File: src/rtl/delay_line_ctrl_if.sv
// -----------------------------------------------------------------------------
// delay_line_ctrl_if
//
// Bundle of every non-clock signal between the pulse delay line controller
// and its surroundings: the config handshake, the level enable, the FIFO
// control/flag pins and the status outputs.
//
// Modports:
//   master : the environment (config source, FIFO flags, enable level).
//   slave  : the controller (delay_line_ctrl).
//
// Config handshake (valid/ready): the master presents cfg_delay together with
// cfg_valid and must hold both stable until it sees cfg_ready; a transfer
// happens on every rising clk edge where cfg_valid && cfg_ready are both high.
// cfg_ready never depends on cfg_valid. A transferred value outside the legal
// range is dropped and reported by a one-cycle cfg_err pulse.
//
// Signals:
//   enable      m->s  1        run the delay line while high
//   cfg_delay   m->s  DELAY_W  requested delay in clk cycles
//   cfg_valid   m->s  1        cfg_delay is valid
//   cfg_ready   s->m  1        controller accepts a config this cycle
//   cfg_err     s->m  1        pulse: out-of-range config dropped
//   fifo_full   m->s  1        FIFO full flag
//   fifo_empty  m->s  1        FIFO empty flag
//   fifo_rst    s->m  1        FIFO reset
//   fifo_wr_en  s->m  1        FIFO write enable
//   fifo_rd_en  s->m  1        FIFO read enable
//   delay_cur   s->m  DELAY_W  delay currently applied
//   state_o     s->m  3        controller state (debug)
//   running     s->m  1        high only while streaming
//   ovf_err     s->m  1        sticky overflow flag
//   udf_err     s->m  1        sticky underflow flag
// -----------------------------------------------------------------------------
interface delay_line_ctrl_if #(
    parameter int DELAY_W = 10
);
    logic               enable;
    logic [DELAY_W-1:0] cfg_delay;
    logic               cfg_valid;
    logic               cfg_ready;
    logic               cfg_err;
    logic               fifo_full;
    logic               fifo_empty;
    logic               fifo_rst;
    logic               fifo_wr_en;
    logic               fifo_rd_en;
    logic [DELAY_W-1:0] delay_cur;
    logic [2:0]         state_o;
    logic               running;
    logic               ovf_err;
    logic               udf_err;

    modport master (
        output enable,
        output cfg_delay,
        output cfg_valid,
        input  cfg_ready,
        input  cfg_err,
        output fifo_full,
        output fifo_empty,
        input  fifo_rst,
        input  fifo_wr_en,
        input  fifo_rd_en,
        input  delay_cur,
        input  state_o,
        input  running,
        input  ovf_err,
        input  udf_err
    );

    modport slave (
        input  enable,
        input  cfg_delay,
        input  cfg_valid,
        output cfg_ready,
        output cfg_err,
        input  fifo_full,
        input  fifo_empty,
        output fifo_rst,
        output fifo_wr_en,
        output fifo_rd_en,
        output delay_cur,
        output state_o,
        output running,
        output ovf_err,
        output udf_err
    );
endinterface

File: src/rtl/delay_line_ctrl.sv
// -----------------------------------------------------------------------------
// delay_line_ctrl
//
// Sequencer for the single-bit FIFO pulse delay line that sits between the
// pulse synchronizer and the TTL output. The delay (FIFO occupancy) is
// programmable at run time over a valid/ready config port. Whenever the delay
// changes or the line is (re-)enabled the FIFO is reset, given time to leave
// its reset-busy window, prefilled with exactly delay_cur entries and then
// streamed with one write and one read every cycle, which keeps the occupancy
// and therefore the delay constant. Any FIFO overflow/underflow stops the
// line and raises a sticky flag.
//
// Ports:
//   clk      in   system clock (100 MHz domain)
//   rst      in   synchronous, active-high reset
//   ctrl_if  slave modport of delay_line_ctrl_if (config, FIFO, status)
//
// State encoding on state_o: IDLE=0, FLUSH=1, FILL=2, RUN=3, ERROR=4.
//
// Every output is either a flop or a decode of flops; no input reaches an
// output combinationally.
// -----------------------------------------------------------------------------
module delay_line_ctrl #(
    parameter int DEPTH         = 1024,
    parameter int DELAY_W       = $clog2(DEPTH),
    parameter int DEFAULT_DELAY = 50,
    parameter int RST_CYCLES    = 8,
    parameter int SETTLE_CYCLES = 32
) (
    input  logic                 clk,
    input  logic                 rst,
    delay_line_ctrl_if.slave     ctrl_if
);

    typedef enum logic [2:0] {
        ST_IDLE  = 3'd0,
        ST_FLUSH = 3'd1,
        ST_FILL  = 3'd2,
        ST_RUN   = 3'd3,
        ST_ERROR = 3'd4
    } state_t;

    // Largest delay that still leaves headroom in the FIFO for the one extra
    // entry written in the same cycle as a read.
    localparam logic [DELAY_W-1:0] MAX_DELAY  = DELAY_W'(DEPTH - 2);
    localparam logic [DELAY_W-1:0] RST_DELAY  = DELAY_W'(DEFAULT_DELAY);
    // FLUSH counter: 0..RST_CYCLES-1 hold fifo_rst, the rest is settle time.
    localparam logic [DELAY_W-1:0] RST_END    = DELAY_W'(RST_CYCLES);
    localparam logic [DELAY_W-1:0] FLUSH_LAST = DELAY_W'(RST_CYCLES + SETTLE_CYCLES - 1);
    localparam logic [DELAY_W-1:0] CNT_MAX    = {DELAY_W{1'b1}};
    localparam logic [DELAY_W-1:0] CNT_ONE    = DELAY_W'(1);

    // -------------------------------------------------------------------------
    // State and datapath registers
    // -------------------------------------------------------------------------
    state_t             state_q, state_d;
    logic [DELAY_W-1:0] cnt_q, cnt_d;
    logic [DELAY_W-1:0] delay_q, delay_d;
    logic               ovf_q, ovf_d;
    logic               udf_q, udf_d;
    logic               cfg_err_q, cfg_err_d;
    // Registered copy of rst so fifo_rst can be high during reset without a
    // combinational path from the rst pin.
    logic               rst_seen_q;

    // -------------------------------------------------------------------------
    // Config handshake decode
    // -------------------------------------------------------------------------
    logic cfg_ready_w;
    logic cfg_fire;
    logic cfg_legal;

    // Configs are refused while a flush/fill is in progress so the fill length
    // cannot change underneath the counter.
    assign cfg_ready_w = (state_q == ST_IDLE) || (state_q == ST_RUN) ||
                         (state_q == ST_ERROR);
    assign cfg_fire    = ctrl_if.cfg_valid && cfg_ready_w;
    assign cfg_legal   = (ctrl_if.cfg_delay != '0) &&
                         (ctrl_if.cfg_delay <= MAX_DELAY);

    // -------------------------------------------------------------------------
    // Sequential state
    // -------------------------------------------------------------------------
    always_ff @(posedge clk) begin
        rst_seen_q <= rst;
        if (rst) begin
            state_q   <= ST_IDLE;
            cnt_q     <= '0;
            delay_q   <= RST_DELAY;
            ovf_q     <= 1'b0;
            udf_q     <= 1'b0;
            cfg_err_q <= 1'b0;
        end else begin
            state_q   <= state_d;
            cnt_q     <= cnt_d;
            delay_q   <= delay_d;
            ovf_q     <= ovf_d;
            udf_q     <= udf_d;
            cfg_err_q <= cfg_err_d;
        end
    end

    // -------------------------------------------------------------------------
    // Next-state logic
    // -------------------------------------------------------------------------
    always_comb begin
        state_d   = state_q;
        delay_d   = delay_q;
        ovf_d     = ovf_q;
        udf_d     = udf_q;
        cfg_err_d = 1'b0;
        // Saturating increment; each state decides how it uses it.
        cnt_d     = (cnt_q == CNT_MAX) ? cnt_q : cnt_q + CNT_ONE;

        // Config transfer: a legal value always lands in delay_reg, even if
        // the line is being disabled in the same cycle.
        if (cfg_fire) begin
            if (cfg_legal) begin
                delay_d = ctrl_if.cfg_delay;
            end else begin
                cfg_err_d = 1'b1;
            end
        end

        unique case (state_q)
            ST_IDLE: begin
                if (ctrl_if.enable) begin
                    state_d = ST_FLUSH;
                end
            end

            ST_FLUSH: begin
                // Park the counter on the last settle cycle so a FIFO that is
                // slow to report empty can be waited on indefinitely.
                if (cnt_q == FLUSH_LAST) begin
                    cnt_d = cnt_q;
                    if (ctrl_if.fifo_empty) begin
                        state_d = ST_FILL;
                    end
                end
            end

            ST_FILL: begin
                if (ctrl_if.fifo_full) begin
                    ovf_d   = 1'b1;
                    state_d = ST_ERROR;
                end else if (cnt_q == delay_q - CNT_ONE) begin
                    state_d = ST_RUN;
                end
            end

            ST_RUN: begin
                if (ctrl_if.fifo_full || ctrl_if.fifo_empty) begin
                    ovf_d   = ovf_q | ctrl_if.fifo_full;
                    udf_d   = udf_q | ctrl_if.fifo_empty;
                    state_d = ST_ERROR;
                end
            end

            ST_ERROR: begin
                state_d = ST_ERROR;
            end

            default: begin
                state_d = ST_IDLE;
            end
        endcase

        // A new legal delay restarts the line; it also overrides a flag event
        // seen in the same RUN cycle because the FIFO is about to be reset.
        if (cfg_fire && cfg_legal && ctrl_if.enable) begin
            state_d = ST_FLUSH;
        end

        // Disable wins over everything except rst.
        if (!ctrl_if.enable) begin
            state_d = ST_IDLE;
        end

        // Flags only get set on the way into ERROR, so clearing them whenever
        // the next state is FLUSH or IDLE is exactly "clear on entry".
        if ((state_d == ST_FLUSH) || (state_d == ST_IDLE)) begin
            ovf_d = 1'b0;
            udf_d = 1'b0;
        end

        // Every state starts counting from zero.
        if (state_d != state_q) begin
            cnt_d = '0;
        end
    end

    // -------------------------------------------------------------------------
    // Output decode (flops and decodes of flops only)
    // -------------------------------------------------------------------------
    assign ctrl_if.cfg_ready  = cfg_ready_w;
    assign ctrl_if.cfg_err    = cfg_err_q;
    assign ctrl_if.fifo_rst   = rst_seen_q ||
                                ((state_q == ST_FLUSH) && (cnt_q < RST_END));
    assign ctrl_if.fifo_wr_en = (state_q == ST_FILL) || (state_q == ST_RUN);
    assign ctrl_if.fifo_rd_en = (state_q == ST_RUN);
    assign ctrl_if.delay_cur  = delay_q;
    assign ctrl_if.state_o    = state_q;
    assign ctrl_if.running    = (state_q == ST_RUN);
    assign ctrl_if.ovf_err    = ovf_q;
    assign ctrl_if.udf_err    = udf_q;

endmodule

File: src/flat_wrapper.sv
// flat-port wrapper written by rule: the top's interface ports become plain ports
module delay_line_ctrl_flat 
#(
    parameter int DEPTH         = 1024,
    parameter int DELAY_W       = $clog2(DEPTH),
    parameter int DEFAULT_DELAY = 50,
    parameter int RST_CYCLES    = 8,
    parameter int SETTLE_CYCLES = 32
)
  (clk, rst, ctrl_if_enable, ctrl_if_cfg_delay, ctrl_if_cfg_valid, ctrl_if_cfg_ready, ctrl_if_cfg_err, ctrl_if_fifo_full, ctrl_if_fifo_empty, ctrl_if_fifo_rst, ctrl_if_fifo_wr_en, ctrl_if_fifo_rd_en, ctrl_if_delay_cur, ctrl_if_state_o, ctrl_if_running, ctrl_if_ovf_err, ctrl_if_udf_err);
  delay_line_ctrl_if #(.DELAY_W(DELAY_W)) ctrl_if_i ();
  input  logic clk;
  input  logic rst;
  input wire logic [$bits(ctrl_if_i.enable)-1:0] ctrl_if_enable;
  input wire logic [$bits(ctrl_if_i.cfg_delay)-1:0] ctrl_if_cfg_delay;
  input wire logic [$bits(ctrl_if_i.cfg_valid)-1:0] ctrl_if_cfg_valid;
  output wire logic [$bits(ctrl_if_i.cfg_ready)-1:0] ctrl_if_cfg_ready;
  output wire logic [$bits(ctrl_if_i.cfg_err)-1:0] ctrl_if_cfg_err;
  input wire logic [$bits(ctrl_if_i.fifo_full)-1:0] ctrl_if_fifo_full;
  input wire logic [$bits(ctrl_if_i.fifo_empty)-1:0] ctrl_if_fifo_empty;
  output wire logic [$bits(ctrl_if_i.fifo_rst)-1:0] ctrl_if_fifo_rst;
  output wire logic [$bits(ctrl_if_i.fifo_wr_en)-1:0] ctrl_if_fifo_wr_en;
  output wire logic [$bits(ctrl_if_i.fifo_rd_en)-1:0] ctrl_if_fifo_rd_en;
  output wire logic [$bits(ctrl_if_i.delay_cur)-1:0] ctrl_if_delay_cur;
  output wire logic [$bits(ctrl_if_i.state_o)-1:0] ctrl_if_state_o;
  output wire logic [$bits(ctrl_if_i.running)-1:0] ctrl_if_running;
  output wire logic [$bits(ctrl_if_i.ovf_err)-1:0] ctrl_if_ovf_err;
  output wire logic [$bits(ctrl_if_i.udf_err)-1:0] ctrl_if_udf_err;
  assign ctrl_if_i.enable = ctrl_if_enable;
  assign ctrl_if_i.cfg_delay = ctrl_if_cfg_delay;
  assign ctrl_if_i.cfg_valid = ctrl_if_cfg_valid;
  assign ctrl_if_cfg_ready = ctrl_if_i.cfg_ready;
  assign ctrl_if_cfg_err = ctrl_if_i.cfg_err;
  assign ctrl_if_i.fifo_full = ctrl_if_fifo_full;
  assign ctrl_if_i.fifo_empty = ctrl_if_fifo_empty;
  assign ctrl_if_fifo_rst = ctrl_if_i.fifo_rst;
  assign ctrl_if_fifo_wr_en = ctrl_if_i.fifo_wr_en;
  assign ctrl_if_fifo_rd_en = ctrl_if_i.fifo_rd_en;
  assign ctrl_if_delay_cur = ctrl_if_i.delay_cur;
  assign ctrl_if_state_o = ctrl_if_i.state_o;
  assign ctrl_if_running = ctrl_if_i.running;
  assign ctrl_if_ovf_err = ctrl_if_i.ovf_err;
  assign ctrl_if_udf_err = ctrl_if_i.udf_err;
  delay_line_ctrl #(.DEPTH(DEPTH), .DELAY_W(DELAY_W), .DEFAULT_DELAY(DEFAULT_DELAY), .RST_CYCLES(RST_CYCLES), .SETTLE_CYCLES(SETTLE_CYCLES)) u_core (.clk(clk), .rst(rst), .ctrl_if(ctrl_if_i));
endmodule
File: config.mk
export PLATFORM = sky130hd
export DESIGN_NAME = delay_line_ctrl_flat
export DESIGN_NICKNAME = d
export VERILOG_FILES = /design/src/rtl/delay_line_ctrl_if.sv /design/src/rtl/delay_line_ctrl.sv /design/src/flat_wrapper.sv
export SDC_FILE = /design/constraint.sdc
export NUM_CORES = 1
export LEC_CHECK = 0
export BUFFER_PORTS_ARGS = -buffer_cell sky130_fd_sc_hd__buf_4
export CAP_MARGIN = 20
export CORE_MARGIN = 5
export CORE_UTILIZATION = 30
export CTS_BUF_LIST = sky130_fd_sc_hd__clkbuf_8 sky130_fd_sc_hd__clkbuf_16
export DETAILED_ROUTE_END_ITERATION = 8
export MAX_ROUTING_LAYER = met4
export SYNTH_ARGS = -nofsm -noshare
export SYNTH_HDL_FRONTEND = slang
export SYNTH_SLANG_ARGS = --single-unit
File: constraint.sdc
create_clock -name clk -period 3.57 [get_ports clk]
set_clock_uncertainty 0.15 [all_clocks]
set_input_delay 0.714 -clock clk [delete_from_list [all_inputs] [get_ports clk]]
set_output_delay 0.714 -clock clk [all_outputs]
set_load 0.05 [all_outputs]
==> metrics.md, run 1 <==
| Metric | Value |
|---|---|
| IO Pins | `37` |
| Post-cts sizing count | `0` |
| CP Class | `reg2reg` |
| Largest net degree at the start of global routing | `19` |
| Nets | `around 260` |
| Die Span Y | `around 85 µm` |
| Netlist cell types | `48` |
| Avg WL per Cell | `14.4 µm` |
| Std cell rows | `27` |
| Minimum clock period after layout | `2.90 ns` |
| Max Cap Violations | `0` |
| Worst Setup Start Kind | `flip-flop` |
| GRT Util Overall | `0.133` |
| CTS clk-pin slew, worst paths | `0.09 ns` |
| Max_slew headroom | `0.492` |
| Number of vias per cell | `5.24` |
| Initial drt markers | `195` |
| Power Total | `approximately 0.65 mW` |
| Die area | `7300 µm²` |
| Final setup fails | `0` |
| ANT cells | `0` |
| Post-CTS setup repair buffer count | `0` |
| Syn. warnings | `0` |
| # clock sinks | `27` |
| Die W | `85.4 µm` |
| Vias in the first global route | `approximately 1600` |
| Area delta synth->final | `19.4%` |
| Worst-Skew Late Latency | `~0.27 ns` |
| Max Slew Vio Count | `0` |
| Post-Route WL | `4.47 mm` |
| CP Max Fanout | `18` |
| DRC Markers | `0` |
| Setup TNS | `0 ns` |
| Post-Synthesis Cells | `214` |
| Peak VDD IR | `0.146 mV` |
| Global-route wire length before repair | `between 7 and 8 mm` |
| Fmax | `345 MHz` |
| Mean Syn Cell Area | `7.97 µm²` |
| Worst path slowest cell | `and3b_1` |
| Number of synthesized flops with an enable pin | `0` |
| Tcrit/Tclk final | `0.811` |
| Unrepaired setup endpoints after global routing | `false` |
| PD cells | `between 300 and 400 nW/µm²` |
| Crit path DAT | `2.88 ns` |
| GRT overflow | `0` |
| Net Count, Synth | `232` |
| Top_reg_cell synth | `dfxtp_1` |
| Number of antenna violations at the first check in global routing | `0` |
| Post-Synthesis Cell Area | `around 1700 µm²` |
| DRT antenna net count | `0` |
| Seq/Total Area, Yosys | `0.317` |
| Util after Layout | `0.370` |
| Vias | `1631` |
| Clock Root Buffer | `clkbuf_8` |
| Slew of the pin with the lowest slew margin | `0.763 ns` |
| Final hold violations | `0` |
| Pre-Repair DR Iteration Count | `5` |
| Initial Util | `0.310` |
| Post-DP HPWL | `3.33 mm` |
| Cell-by-cell trace of the critical path | `and3b_1 -> o21ai_0 -> and3b_1 -> o21ai_0 -> nor2_1 -> nor4_1` |
| Maximum buffer depth of the clock tree | `2` |
| Synthesized flop and latch total | `27` |
| Port Buffer Count | `36` |
| Leak | `0.760 nW` |
| Slowest stage delay, CP | `0.76 ns` |
| Asr flop ratio synth | `0` |
| Share of cells above drive strength 1 | `0.197` |
| Critical Path RT | `3.55 ns` |
| TritonCTS Buffers | `3` |
| Core footprint | `between 5000 and 6000 µm²` |
| Final RePlAce weighted congestion | `between 0.8 and 0.9` |
| HP Class | `reg2reg` |
| Critical path capture point type | `flip-flop` |
| CTS H-Tree Depth | `1` |
| Status | `complete, no violations` |
| TritonCTS clock tree | `built` |
| Hold_buf cts | `0` |
==> synth_stat cells (2+ instances only) <==
cell      instances  area share
and3_1            2      0.0073
nor2_1           28       0.062
o21ai_0           6       0.018
buf_6             2       0.013
and3b_1           2       0.010
o211ai_1          2      0.0088
nor3_1            5       0.015
xnor2_1          14       0.072
xor2_1            4       0.021
nor2b_1           5       0.018
inv_1             4      0.0088
or3_1             2      0.0073
nor4_1           16       0.059
nand3_1           9       0.026
ha_1              2       0.015
buf_2             2      0.0059
a211o_1           3       0.015
dfxtp_1          27        0.32
clkbuf_1         10       0.022
a21o_1            2      0.0088
a31oi_1           4       0.015
nand4_1           9       0.033
mux2i_1           9       0.053
nand2_1          12       0.026
or2_2             3       0.011
a211oi_1          2      0.0088
a21oi_1           7       0.021
==> layout by cell type (no fill, tap or decap), drive strengths merged, types with 2 or more instances in the layout <==
| cell type | n |
|---|---|
| buf | 37 |
| nor2 | 28 |
| dfxtp | 27 |
| nor4 | 16 |
| xnor2 | 14 |
| nand2 | 12 |
| nand4 | 9 |
| nand3 | 9 |
| mux2i | 9 |
| a21oi | 7 |
| o21ai | 7 |
| inv | 5 |
| nor2b | 5 |
| nor3 | 5 |
| xor2 | 4 |
| a31oi | 4 |
| or2 | 3 |
| a211o | 3 |
| clkbuf | 3 |
| and3b | 2 |
| or3 | 2 |
| and3 | 2 |
| o211ai | 2 |
| a211oi | 2 |
| a21o | 2 |
| ha | 2 |
| or4b | 2 |
==> registers in the layout, indices dropped and copies added (netlist names) <==
signal                    count
u_core.cnt_q                 10
u_core.ctrl_if.cfg_err        1
u_core.ctrl_if.delay_cur     10
u_core.ctrl_if.ovf_err        1
u_core.ctrl_if.state_o        3
u_core.ctrl_if.udf_err        1
u_core.rst_seen_q             1
==> metal layers <==
layer  track usage  part of all wire  vias up
met5             -                 0        -
met3        0.0301             0.050        4
met4        0.0245            0.0078        0
li1              -                 -      837
met2         0.198              0.44       44
met1         0.184              0.51      746
==> power breakdown <==
part           leakage (nW)  total (mW)  switching, mW  internal (mW)
logic                 0.513       0.144         0.0855         0.0581
clock network        0.0269       0.169         0.0924         0.0770
registers             0.220       0.333         0.0211          0.312
==> final cells by class <==
class	count	area, µm²
clock buffer	3	41.3
clock inverter	1	3.75
fill	571	3470
inverter	4	15.0
multi-input combinational	167	1070
sequential	27	541
tap	72	90.1
timing repair buffer	37	278
==> metrics by stage <==
stage | worst slack [ns] | hold WS, ns | area (µm²) | cells
2_1_floorplan | 0.520 | 0.420 | 1710 | 214
3_3_place_gp | 0.616 | 0.312 | 1990 | 307
3_5_place_dp | 0.553 | 0.321 | 1990 | 307
4_1_cts | 0.682 | 0.346 | 2040 | 311
5_1_grt | 0.352 | 0.379 | 2040 | 311
6_report | 0.673 | 0.340 | 2040 | 311
==> worst max-delay path, delay by kind of cell (launching register included) <==
kind               cells  cell delay [ns]
AOI/OAI and AO/OA      2             0.36
DFF                    1             0.52
and+or+nand+nor        4             1.74
==> cell families (layout without fill, tap and decap cells) <==
group	Yosys count	in the layout	share of synthesized area
buffers and inverters	20	45	0.0565
DFF	27	27	0.317
xor gates and xnor gates	18	18	0.0924
muxes	10	10	0.0594
adders and majority gates	2	2	0.0147
and+or+nand+nor	101	101	0.317
AOI/OAI and AO/OA	36	36	0.144
==> path summary, 6_finish.rpt <==
check | startpoint | to | slack, ns | cells after the start
worst min-delay path | u_core.ctrl_if.ovf_err$_SDFFE_PP0P_ | u_core.ctrl_if.ovf_err$_SDFFE_PP0P_ | 0.34 | 2
worst max register to register | u_core.ctrl_if.state_o[0]$_SDFF_PP0_ | u_core.cnt_q[6]$_SDFFE_PP0P_ | 0.67 | 6
worst max-delay path | u_core.ctrl_if.state_o[0]$_SDFF_PP0_ | u_core.cnt_q[6]$_SDFFE_PP0P_ | 0.67 | 6
worst min register to register | u_core.ctrl_if.ovf_err$_SDFFE_PP0P_ | u_core.ctrl_if.ovf_err$_SDFFE_PP0P_ | 0.34 | 2
(Power assumes the default switching activity.)
==> run 2, diff against run 1 <==
Settings changed: ABC_AREA set to 1.
Clock period 3.57 ns to 2.85 ns, I/O delays scaled along.
==> run 2 against run 1 <==
Against the previous run: combinational power increased by 44%; wire length down 6.2%; sequential cell count stayed put; critical path depth is 10 higher; die area grew 3.2%; first-iteration DRC count decreased by 76%; register-to-register slack got worse by 0.096 ns; highest routed layer unchanged.
==> metrics.md, run 2 <==
| Metric | Value |
|---|---|
| Port Buffer Count | `36` |
| Net Count, Synth | `280` |
| Final hold violations | `0` |
| Share of cells above drive strength 1 | `0.235` |
| HP Start | `u_core.ctrl_if.udf_err$_SDFFE_PP0P_` |
| Post-Synthesis Cell Area | `~1800 µm²` |
| CP Class | `reg2reg` |
| GRT overflow | `0` |
| Tcrit/Tclk final | `0.797` |
| Area delta synth->final | `21.7%` |
| Status | `complete, no violations` |
| Largest net degree at the start of global routing | `19` |
| Flop-to-flop setup slack | `a little under 0.6 ns` |
| Hold_buf cts | `0` |
| Reg2Reg Capture Point | `u_core.cnt_q[7]$_SDFFE_PP0P_` |
| # clock sinks | `27` |
| TritonCTS Buffers | `3` |
| Reg2Reg Depth | `16` |
| Syn. warnings | `0` |
| RR Startpoint | `u_core.ctrl_if.delay_cur[0]$_SDFFE_PP0P_` |
| Worst Setup Start Kind | `flip-flop` |
| Netlist cell types | `35` |
| Core footprint | `a little under 6000 µm²` |
| Max Slew Vio Count | `0` |
| Number of vias per cell | `4.47` |
| Clock Root Buffer | `clkbuf_8` |
| CTS H-Tree Depth | `1` |
| Post-DP HPWL | `between 3 and 4 mm` |
| Unrepaired setup endpoints after global routing | `false` |
| Area share of the largest cell type after synthesis | `0.306` |
| Pre-Repair DR Iteration Count | `4` |
| Vias | `roughly 1700` |
| CP Buf/Inv Count | `2` |
| Avg WL per Cell | `~11 µm` |
| Die W | `between 80 and 90 µm` |
| Leak | `just under 1 nW` |
| Peak VDD IR | `roughly 0.25 mV` |
| Final setup fails | `0` |
| Std cell rows | `28` |
| Max Cap Violations | `0` |
| Top_reg_cell synth | `dfxtp_1` |
| PD cells | `390 nW/µm²` |
| Cell-by-cell trace of the critical path | `inv_1 -> ha_1 -> inv_1 -> nand2_1 -> nand2_1 -> nor2_1 -> nand2_1 -> nor2_1 -> nand2_1 -> nor2_1 -> nand4_1 -> nand3_1 -> nand2_1 -> nand2_1 -> nand4_4 -> nor2_2` |
| GRT Util Overall | `0.122` |
| Post-Synthesis Cells | `approximately 260` |
| Post-synth top area cell | `dfxtp_1` |
| Slowest stage delay, CP | `0.37 ns` |
| Number of synthesized flops with an enable pin | `0` |
| Power Total | `0.838 mW` |
| Die area | `7530 µm²` |
| Setup TNS | `0 ns` |
| WHS Endpoint | `u_core.ctrl_if.udf_err$_SDFFE_PP0P_` |
| Maximum buffer depth of the clock tree | `2` |
| Post-Route WL | `4.19 mm` |
| Minimum clock period after layout | `around 2.3 ns` |
| Die Span Y | `86.8 µm` |
| Crit path DAT | `2.33 ns` |
| Critical path capture point type | `flip-flop` |
| Synth area leaders | `dfxtp_1 31%, nand2_1 14%, inv_1 7.0%` |
| Post-CTS setup repair buffer count | `0` |
| HP Class | `reg2reg` |
| Post-cts sizing count | `0` |
| DRT antenna net count | `0` |
| Asr flop ratio synth | `0` |
| Global-route wire length before repair | `7.27 mm` |
| Final hold slack | `approximately 0.31 ns` |
| Number of antenna violations at the first check in global routing | `0` |
| Fmax | `~440 MHz` |
| IO Pins | `37` |
| CTS clk-pin slew, worst paths | `0.10 ns` |
| Initial drt markers | `46` |
| Top post-synthesis cells by count | `64 x nand2_1, 33 x inv_1, 27 x dfxtp_1` |
| Count leader, synth | `nand2_1` |
| Worst-Skew Late Latency | `roughly 0.27 ns` |
| ANT cells | `0` |
| Synthesized flop and latch total | `27` |
| CP Max Fanout | `10` |
| Most common cell after layout, fill and taps aside | `nand2_1` |
| Crit-path leading delay family | `simple AND/OR/NAND/NOR gates` |
| Critical Path RT | `between 2 and 3 ns` |
| Initial Util | `0.304` |
| Most used cell, CP | `nand2_1` |
| Slew of the pin with the lowest slew margin | `~0.44 ns` |
| Hold depth | `2` |
| Vias in the first global route | `~1600` |
| Worst path slowest cell | `dfxtp_1` |
| Max_slew headroom | `0.707` |
| Mean Syn Cell Area | `6.75 µm²` |
| Final RePlAce weighted congestion | `about 0.83` |
| DRC Markers | `0` |
| Nets | `317` |
| Seq/Total Area, Yosys | `0.306` |
| Leading cell types in the layout, fill and taps excluded | `64 x nand2_1, 36 x buf_4, 34 x inv_1, 27 x dfxtp_1, 25 x nor2_1` |
| TritonCTS clock tree | `built` |
-- run 2: worst max-delay path by stage --
stage | slack, ns | endpoint | depth (start not counted) | startpoint
after floorplan | 0.17 | u_core.cnt_q[0]$_SDFFE_PP0P_ | 14 | u_core.ctrl_if.state_o[1]$_SDFF_PP0_
after global placement | 0.41 | u_core.cnt_q[1]$_SDFFE_PP0P_ | 10 | ctrl_if_cfg_delay[3]
after detailed placement | 0.42 | u_core.cnt_q[1]$_SDFFE_PP0P_ | 8 | ctrl_if_cfg_delay[3]
after CTS | 0.55 | u_core.cnt_q[7]$_SDFFE_PP0P_ | 16 | u_core.ctrl_if.delay_cur[0]$_SDFFE_PP0P_
after global routing | 0.23 | u_core.cnt_q[5]$_SDFFE_PP0P_ | 14 | u_core.ctrl_if.delay_cur[0]$_SDFFE_PP0P_
final | 0.58 | u_core.cnt_q[7]$_SDFFE_PP0P_ | 16 | u_core.ctrl_if.delay_cur[0]$_SDFFE_PP0P_
-- run 2: metal layers --
layer  global-route usage  routed length (µm)
met1                0.160                2050
met2                0.196                2020
met5                    -                   0
met3               0.0162                  87
met4               0.0340                  38
-- run 2: kinds of logic after synthesis --
group	share of synthesized area
AO/OA/AOI/OAI	0.108
adder cells (fa/ha/maj)	0.0142
XOR/XNOR	0.0694
AND/OR/NAND/NOR	0.404
buffers and inverters	0.0984
flip-flops	0.306
-- run 2: area by class of cell --
class	count	area (µm²)
Timing Repair Buffer	36	270
Fill cell	645	3660
Multi-Input combinational cell	192	1050
Inverter	39	148
Clock buffer	3	41.3
Clock inverter	1	3.75
Tap cell	75	93.8
Sequential cell	27	541
-- run 2: worst register-to-register path, cell delays in order, from the launching register on --
cell	delay, ns
dfxtp_1	0.37
inv_1	0.11
ha_1	0.32
inv_1	0.05
nand2_1	0.06
nand2_1	0.04
nor2_1	0.08
nand2_1	0.06
nor2_1	0.09
nand2_1	0.06
nor2_1	0.10
nand4_1	0.07
nand3_1	0.10
nand2_1	0.07
nand2_1	0.10
nand4_4	0.22
nor2_2	0.15
-- run 2: power breakdown --
group          internal [mW]  switching, mW  total, mW  leakage (nW)
Combinational         0.0700          0.138      0.208         0.724
Clock                 0.0966          0.122      0.219        0.0269
Sequential             0.393         0.0184      0.411         0.221
-- run 2: per-stage QoR --
stage	worst slack (ns)	instances	utilization	cell area [µm²]
6_report	0.577	373	0.370	2150
5_1_grt	0.235	373	0.370	2150
4_1_cts	0.548	373	0.370	2150
3_5_place_dp	0.422	369	0.362	2110
3_3_place_gp	0.413	369	0.362	2110
2_1_floorplan	0.174	262	-	1770
